==> src/rtl/iot_event_sequencer.sv <==
// Join/leave event sequencer feeding the active-device monitor: filters, queues and round-robin issues events.
// Optional drop counter enabled by defining IOT_SEQ_DROP_CNT_EN.
module iot_event_sequencer #(
    parameter int N_DEV = 8,
    parameter int ID_W  = 3
) (
    input  logic             clk,
    input  logic             rst,
    input  logic [N_DEV-1:0] dev_join,
    input  logic [N_DEV-1:0] dev_leave,
    input  logic             stall,
    output logic             on_off,
    output logic             change,
    output logic [ID_W-1:0]  dev_id,
    output logic [N_DEV-1:0] active_mask,
    output logic             pending
`ifdef IOT_SEQ_DROP_CNT_EN
    ,
    output logic [7:0]       drop_cnt
`endif
);

    localparam logic [ID_W:0] N_W = (ID_W+1)'(N_DEV);

    logic [N_DEV-1:0] p_q;
    logic [N_DEV-1:0] d_q;
    logic [ID_W-1:0]  rr_ptr;

    logic             gnt_vld;
    logic [ID_W-1:0]  gnt_idx;
    logic [ID_W-1:0]  rr_next;
    logic [N_DEV-1:0] a_g;
    logic [N_DEV-1:0] p_g;
    logic [N_DEV-1:0] p_nxt;
    logic [N_DEV-1:0] d_nxt;
`ifdef IOT_SEQ_DROP_CNT_EN
    logic [5:0]       drop_sum;
    logic [8:0]       drop_tot;
`endif

    // Round-robin search over registered pending flags, starting at rr_ptr.
    always_comb begin
        logic [ID_W:0] idx;
        logic          found;
        idx     = '0;
        found   = 1'b0;
        gnt_idx = '0;
        for (int k = 0; k < N_DEV; k++) begin
            idx = {1'b0, rr_ptr} + (ID_W+1)'(k);
            if (idx >= N_W)
                idx = idx - N_W;
            if (!found && p_q[idx[ID_W-1:0]]) begin
                found   = 1'b1;
                gnt_idx = idx[ID_W-1:0];
            end
        end
        gnt_vld = found && !stall;
        idx     = {1'b0, gnt_idx} + (ID_W+1)'(1);
        rr_next = (idx >= N_W) ? '0 : idx[ID_W-1:0];
    end

    // Intake sees the state as it will be after this edge's grant.
    always_comb begin
        logic e;
        e     = 1'b0;
        a_g   = active_mask;
        p_g   = p_q;
        if (gnt_vld) begin
            a_g[gnt_idx] = d_q[gnt_idx];
            p_g[gnt_idx] = 1'b0;
        end
        p_nxt = p_g;
        d_nxt = d_q;
`ifdef IOT_SEQ_DROP_CNT_EN
        drop_sum = '0;
`endif
        for (int i = 0; i < N_DEV; i++) begin
            e = p_g[i] ? d_q[i] : a_g[i];
            if (dev_join[i] && dev_leave[i]) begin
`ifdef IOT_SEQ_DROP_CNT_EN
                drop_sum = drop_sum + 6'd1;
`endif
            end else if (dev_join[i]) begin
                if (!e) begin
                    if (p_g[i]) begin
                        p_nxt[i] = 1'b0;
                    end else begin
                        p_nxt[i] = 1'b1;
                        d_nxt[i] = 1'b1;
                    end
                end else begin
`ifdef IOT_SEQ_DROP_CNT_EN
                    drop_sum = drop_sum + 6'd1;
`endif
                end
            end else if (dev_leave[i]) begin
                if (e) begin
                    if (p_g[i]) begin
                        p_nxt[i] = 1'b0;
                    end else begin
                        p_nxt[i] = 1'b1;
                        d_nxt[i] = 1'b0;
                    end
                end else begin
`ifdef IOT_SEQ_DROP_CNT_EN
                    drop_sum = drop_sum + 6'd1;
`endif
                end
            end
        end
`ifdef IOT_SEQ_DROP_CNT_EN
        drop_tot = {1'b0, drop_cnt} + 9'(drop_sum);
`endif
    end

    always_ff @(posedge clk or negedge rst) begin
        if (!rst) begin
            on_off      <= 1'b0;
            change      <= 1'b0;
            dev_id      <= '0;
            active_mask <= '0;
            pending     <= 1'b0;
            p_q         <= '0;
            d_q         <= '0;
            rr_ptr      <= '0;
`ifdef IOT_SEQ_DROP_CNT_EN
            drop_cnt    <= '0;
`endif
        end else begin
            on_off <= gnt_vld;
            if (gnt_vld) begin
                change <= d_q[gnt_idx];
                dev_id <= gnt_idx;
                rr_ptr <= rr_next;
            end
            active_mask <= a_g;
            p_q         <= p_nxt;
            d_q         <= d_nxt;
            pending     <= |p_nxt;
`ifdef IOT_SEQ_DROP_CNT_EN
            drop_cnt    <= (drop_tot > 9'd255) ? 8'hFF : drop_tot[7:0];
`endif
        end
    end

endmodule

==> config.mk <==
export PLATFORM = sky130hd
export DESIGN_NAME = iot_event_sequencer
export DESIGN_NICKNAME = d
export VERILOG_FILES = /design/src/rtl/iot_event_sequencer.sv
export SDC_FILE = /design/constraint.sdc
export NUM_CORES = 1
export LEC_CHECK = 0
export CAP_MARGIN = 20
export CORE_AREA = 3 3 97 90
export CTS_BUF_LIST = sky130_fd_sc_hd__clkbuf_8
export CTS_CLUSTER_SIZE = 16
export DETAILED_ROUTE_END_ITERATION = 10
export DIE_AREA = 0 0 100 93
export GPL_TIMING_DRIVEN = 0
export PLACE_DENSITY_LB_ADDON = 0.05
export SYNTH_ARGS = -nofsm -noshare
export SYNTH_HDL_FRONTEND = slang
export SYNTH_SLANG_ARGS = --single-unit
export TNS_END_PERCENT = 1
==> constraint.sdc <==
create_clock -name clk -period 7.1 [get_ports clk]
set_input_delay 2.13 -clock clk [delete_from_list [all_inputs] [get_ports clk]]
set_output_delay 2.13 -clock clk [all_outputs]
set_load 0.1 [all_outputs]
==> summary.md <==
| Metric | Value |
|---|---|
| Die width | `100 um` |
| Die area | `around 9300 um^2` |
| Yosys reg bits | `33` |
| Slew headroom | `a little over a third` |
| Synthesized cell area | `~3100 um^2` |
| Setup_tns | `0 ns` |
| Final hold violations | `0` |
| All-Layer GR Usage | `roughly 18%` |
| TritonCTS Sinks | `33` |
| Area growth syn-to-layout | `16.86%` |
| Critical Path RT | `~7.3 ns` |
| DR WL/cell | `16.96 um` |
| Hold Buf Count CTS | `0` |
| Drt total wl | `8.125 mm` |
| Core Region | `~7900 um^2` |
| Slew Viols, Final | `0` |
| Final cell utilization of the core | `45.94%` |
| Final GP Congestion | `0.7953` |
| Vias/cell | `approximately 5.7` |
| Hold Crit Depth | `2` |
| Vias post-DR | `~2,700` |
| Initial antenna violation count | `0` |
| FF-to-FF Start | `rr_ptr[1]` |
| Worst Setup Path Type | `reg2reg` |
| WHS Endpoint | `change` |
| Status | `complete, no violations` |
| Worst hold path type | `reg2reg` |
| Reg2Reg Depth | `17` |
| Initial DRC count | `approximately 120` |
| DRC | `0` |
| Hpwl dp | `between 6 and 7 mm` |
| Async set or reset register ratio after synthesis | `100.0%` |
| CP max FO | `10` |
| Fin crit share | `between 70 and 80%` |
| Synth Net Count | `362` |
| Congestion Overflow GR | `0` |
| Worst-case clock buffer depth | `2` |
| Layout cells sized above 1 | `between 10% and 20%` |
| CTS Root Cell | `clkbuf_8` |
| Post-route ant nets | `0` |
| Distinct cells, synth | `68` |
| Nets | `between 400 and 500` |
| Hold WS | `0.4700 ns` |
| Initial Util | `between 30% and 40%` |
| Mapped Avg Cell Area | `9.104 um^2` |
| Post-synthesis cell count | `between 300 and 400` |
| Maxcap violations | `0` |
| Setup violators final | `0` |
| Post CTS Setup Buffer Count | `0` |
| Setup Skew | `between 0.009 and 0.01 ns` |
| CP Launch Type | `flop` |
| Total CTS buffers | `5` |
| Largest net degree at the start of global routing | `34` |
| H-tree Lvls | `2` |
| Sequential fraction of the synthesis area | `between 20% and 30%` |
| R2R Setup Slk | `2.08 ns` |
| Hold path start | `change` |
| RSZ-0062 raised after global routing | `false` |
| Die Ht | `93 um` |
| Crit. End Element | `flop` |
| First-pass GRT wire length | `13.66 mm` |
| Ys flop type | `dfrtp_1` |
| EDFF count, synth | `0` |
| Clk_lat worst skew | `about 0.29 ns` |
| Yosys warns | `0` |
| R2r endpoint | `pending` |
| Clock-pin slew of the registers on the worst-case setup and hold paths | `approximately 0.080 ns` |
| ANT cells | `0` |
| Post-cts resize count | `0` |
| Fillers | `between 700 and 800` |
| CP startpoint | `rr_ptr[1]` |
| FF/Latch Area | `between 800 and 900 um^2` |
| FP Rows | `31` |
| First-pass DRT Iterations | `4` |
| Worst path arrival time | `5.17 ns` |
| Vias in the first global route | `between 2,000 and 3,000` |
| CTS tree | `yes` |
| # IOs | `33` |
| Fmax | `approximately 200 MHz` |
| Area of the multi-input gates | `between 2000 and 2500 um^2` |
| Port bufs | `32` |
| Final worst path period need | `about 5 ns` |
| Worst slew pin tran | `~1 ns` |
==> placed cells by master (no fill, tap or decap), types with 4 or more instances in the layout <==
master	Yosys	final
mux2_2	11	11
o21ai_0	17	17
a21oi_1	26	26
and2_1	4	4
nor3_1	4	4
clkdlybuf4s50_1	0	31
dfrtp_1	33	33
nor2b_1	10	10
a21o_1	4	4
mux2i_1	18	18
buf_2	5	6
nand2b_1	13	13
a211oi_1	9	9
mux4_2	15	15
clkbuf_8	0	5
nor2_1	25	25
o31ai_1	5	5
inv_1	20	21
and3_1	5	5
clkbuf_1	8	8
a31oi_1	6	6
nand2_1	27	27
==> critical path: stages (launching register included) <==
cell	delay (ns)
dfrtp_1	0.37
buf_4	0.21
buf_2	0.29
inv_1	0.19
ha_1	0.44
buf_4	0.23
mux2_2	0.38
nor3_1	0.27
a221oi_4	0.11
nand2b_1	0.29
o31ai_1	0.36
o22ai_2	0.17
buf_6	0.18
or3_1	0.34
clkbuf_2	0.15
mux2i_1	0.17
a2111oi_0	0.54
nand4bb_1	0.18
==> cell usage after synthesis, types with 3 or more instances <==
cell / count / area [um^2]
inv_2: 3 / 11.26
xor2_1: 3 / 26.28
a31oi_1: 6 / 37.54
o21ai_0: 17 / 85.08
a211oi_1: 9 / 67.56
or3_1: 3 / 18.77
mux2i_1: 18 / 180.2
inv_1: 20 / 75.07
and3_1: 5 / 31.28
nand2b_1: 13 / 81.33
clkbuf_1: 8 / 30.03
a21o_1: 4 / 30.03
a22oi_1: 3 / 22.52
nor3_1: 4 / 20.02
o31ai_1: 5 / 37.54
mux4_2: 15 / 337.8
and2_1: 4 / 25.02
nand2_1: 27 / 101.4
buf_4: 3 / 22.52
mux2_2: 11 / 123.9
nor2_1: 25 / 93.84
nor2b_1: 10 / 62.56
a21oi_1: 26 / 130.1
ha_1: 3 / 37.54
dfrtp_1: 33 / 825.8
buf_2: 5 / 25.02
buf_6: 3 / 33.78
==> cells by family after synthesis <==
group	count (synthesis)	synth area share, %
AND/OR/NAND/NOR	106	18.15
AO/OA/AOI/OAI	104	24.62
multiplexers	45	21.22
buffers and inverters	44	6.709
flip-flops	33	26.68
XOR/XNOR	5	1.415
adder cells (fa/ha/maj)	3	1.213
==> state kept, by name, indices dropped and copies added, names as in the netlist <==
signal       cells
active_mask      8
change           1
d_q              8
dev_id           3
on_off           1
p_q              8
pending          1
rr_ptr           3
==> metrics by stage <==
stage / instances / worst slack, ns / area, um^2
final: 479 / 2.077 / 3617
after global routing: 479 / 1.612 / 3617
after CTS: 479 / 1.961 / 3617
after detailed placement: 471 / 2.002 / 3535
after global placement: 471 / 1.957 / 3540
after floorplan: 340 / 3.004 / 3095
==> per-layer routing <==
metal	share of wire [%]	global-route usage (%)	wire (um)	up-vias
li1	-	-	-	1338
met1	49	27.17	3988	1330
met2	46	27.89	3701	58
met3	3.7	2.685	301	11
met4	1.6	5.051	133	0
met5	0	0	0	-
==> layout make-up <==
| type | count | share of cell area, % |
|---|---|---|
| flip-flops and latches | 33 | 22.83 |
| clock buffers | 5 | 1.902 |
| clock inverters | 3 | 0.3805 |
| inverters | 23 | 2.387 |
| repair buffers | 32 | 8.717 |
| plain buffers | 21 | 3.355 |
| multi-input cells | 263 | 57.00 |
| well taps | 99 | 3.424 |
==> worst max path at each step <==
stage                     endpoint  slack [ns]  depth (start not counted)
after global placement     pending        1.96                         17
final                      pending        2.08                         17
after CTS                  pending        1.96                         17
after floorplan            pending        3.00                         17
after detailed placement   pending        2.00                         17
after global routing       pending        1.61                         16
Power is left out: the tool's default activity adds up to more than one toggle a clock period on the data nets, which glitch-free logic cannot reach.
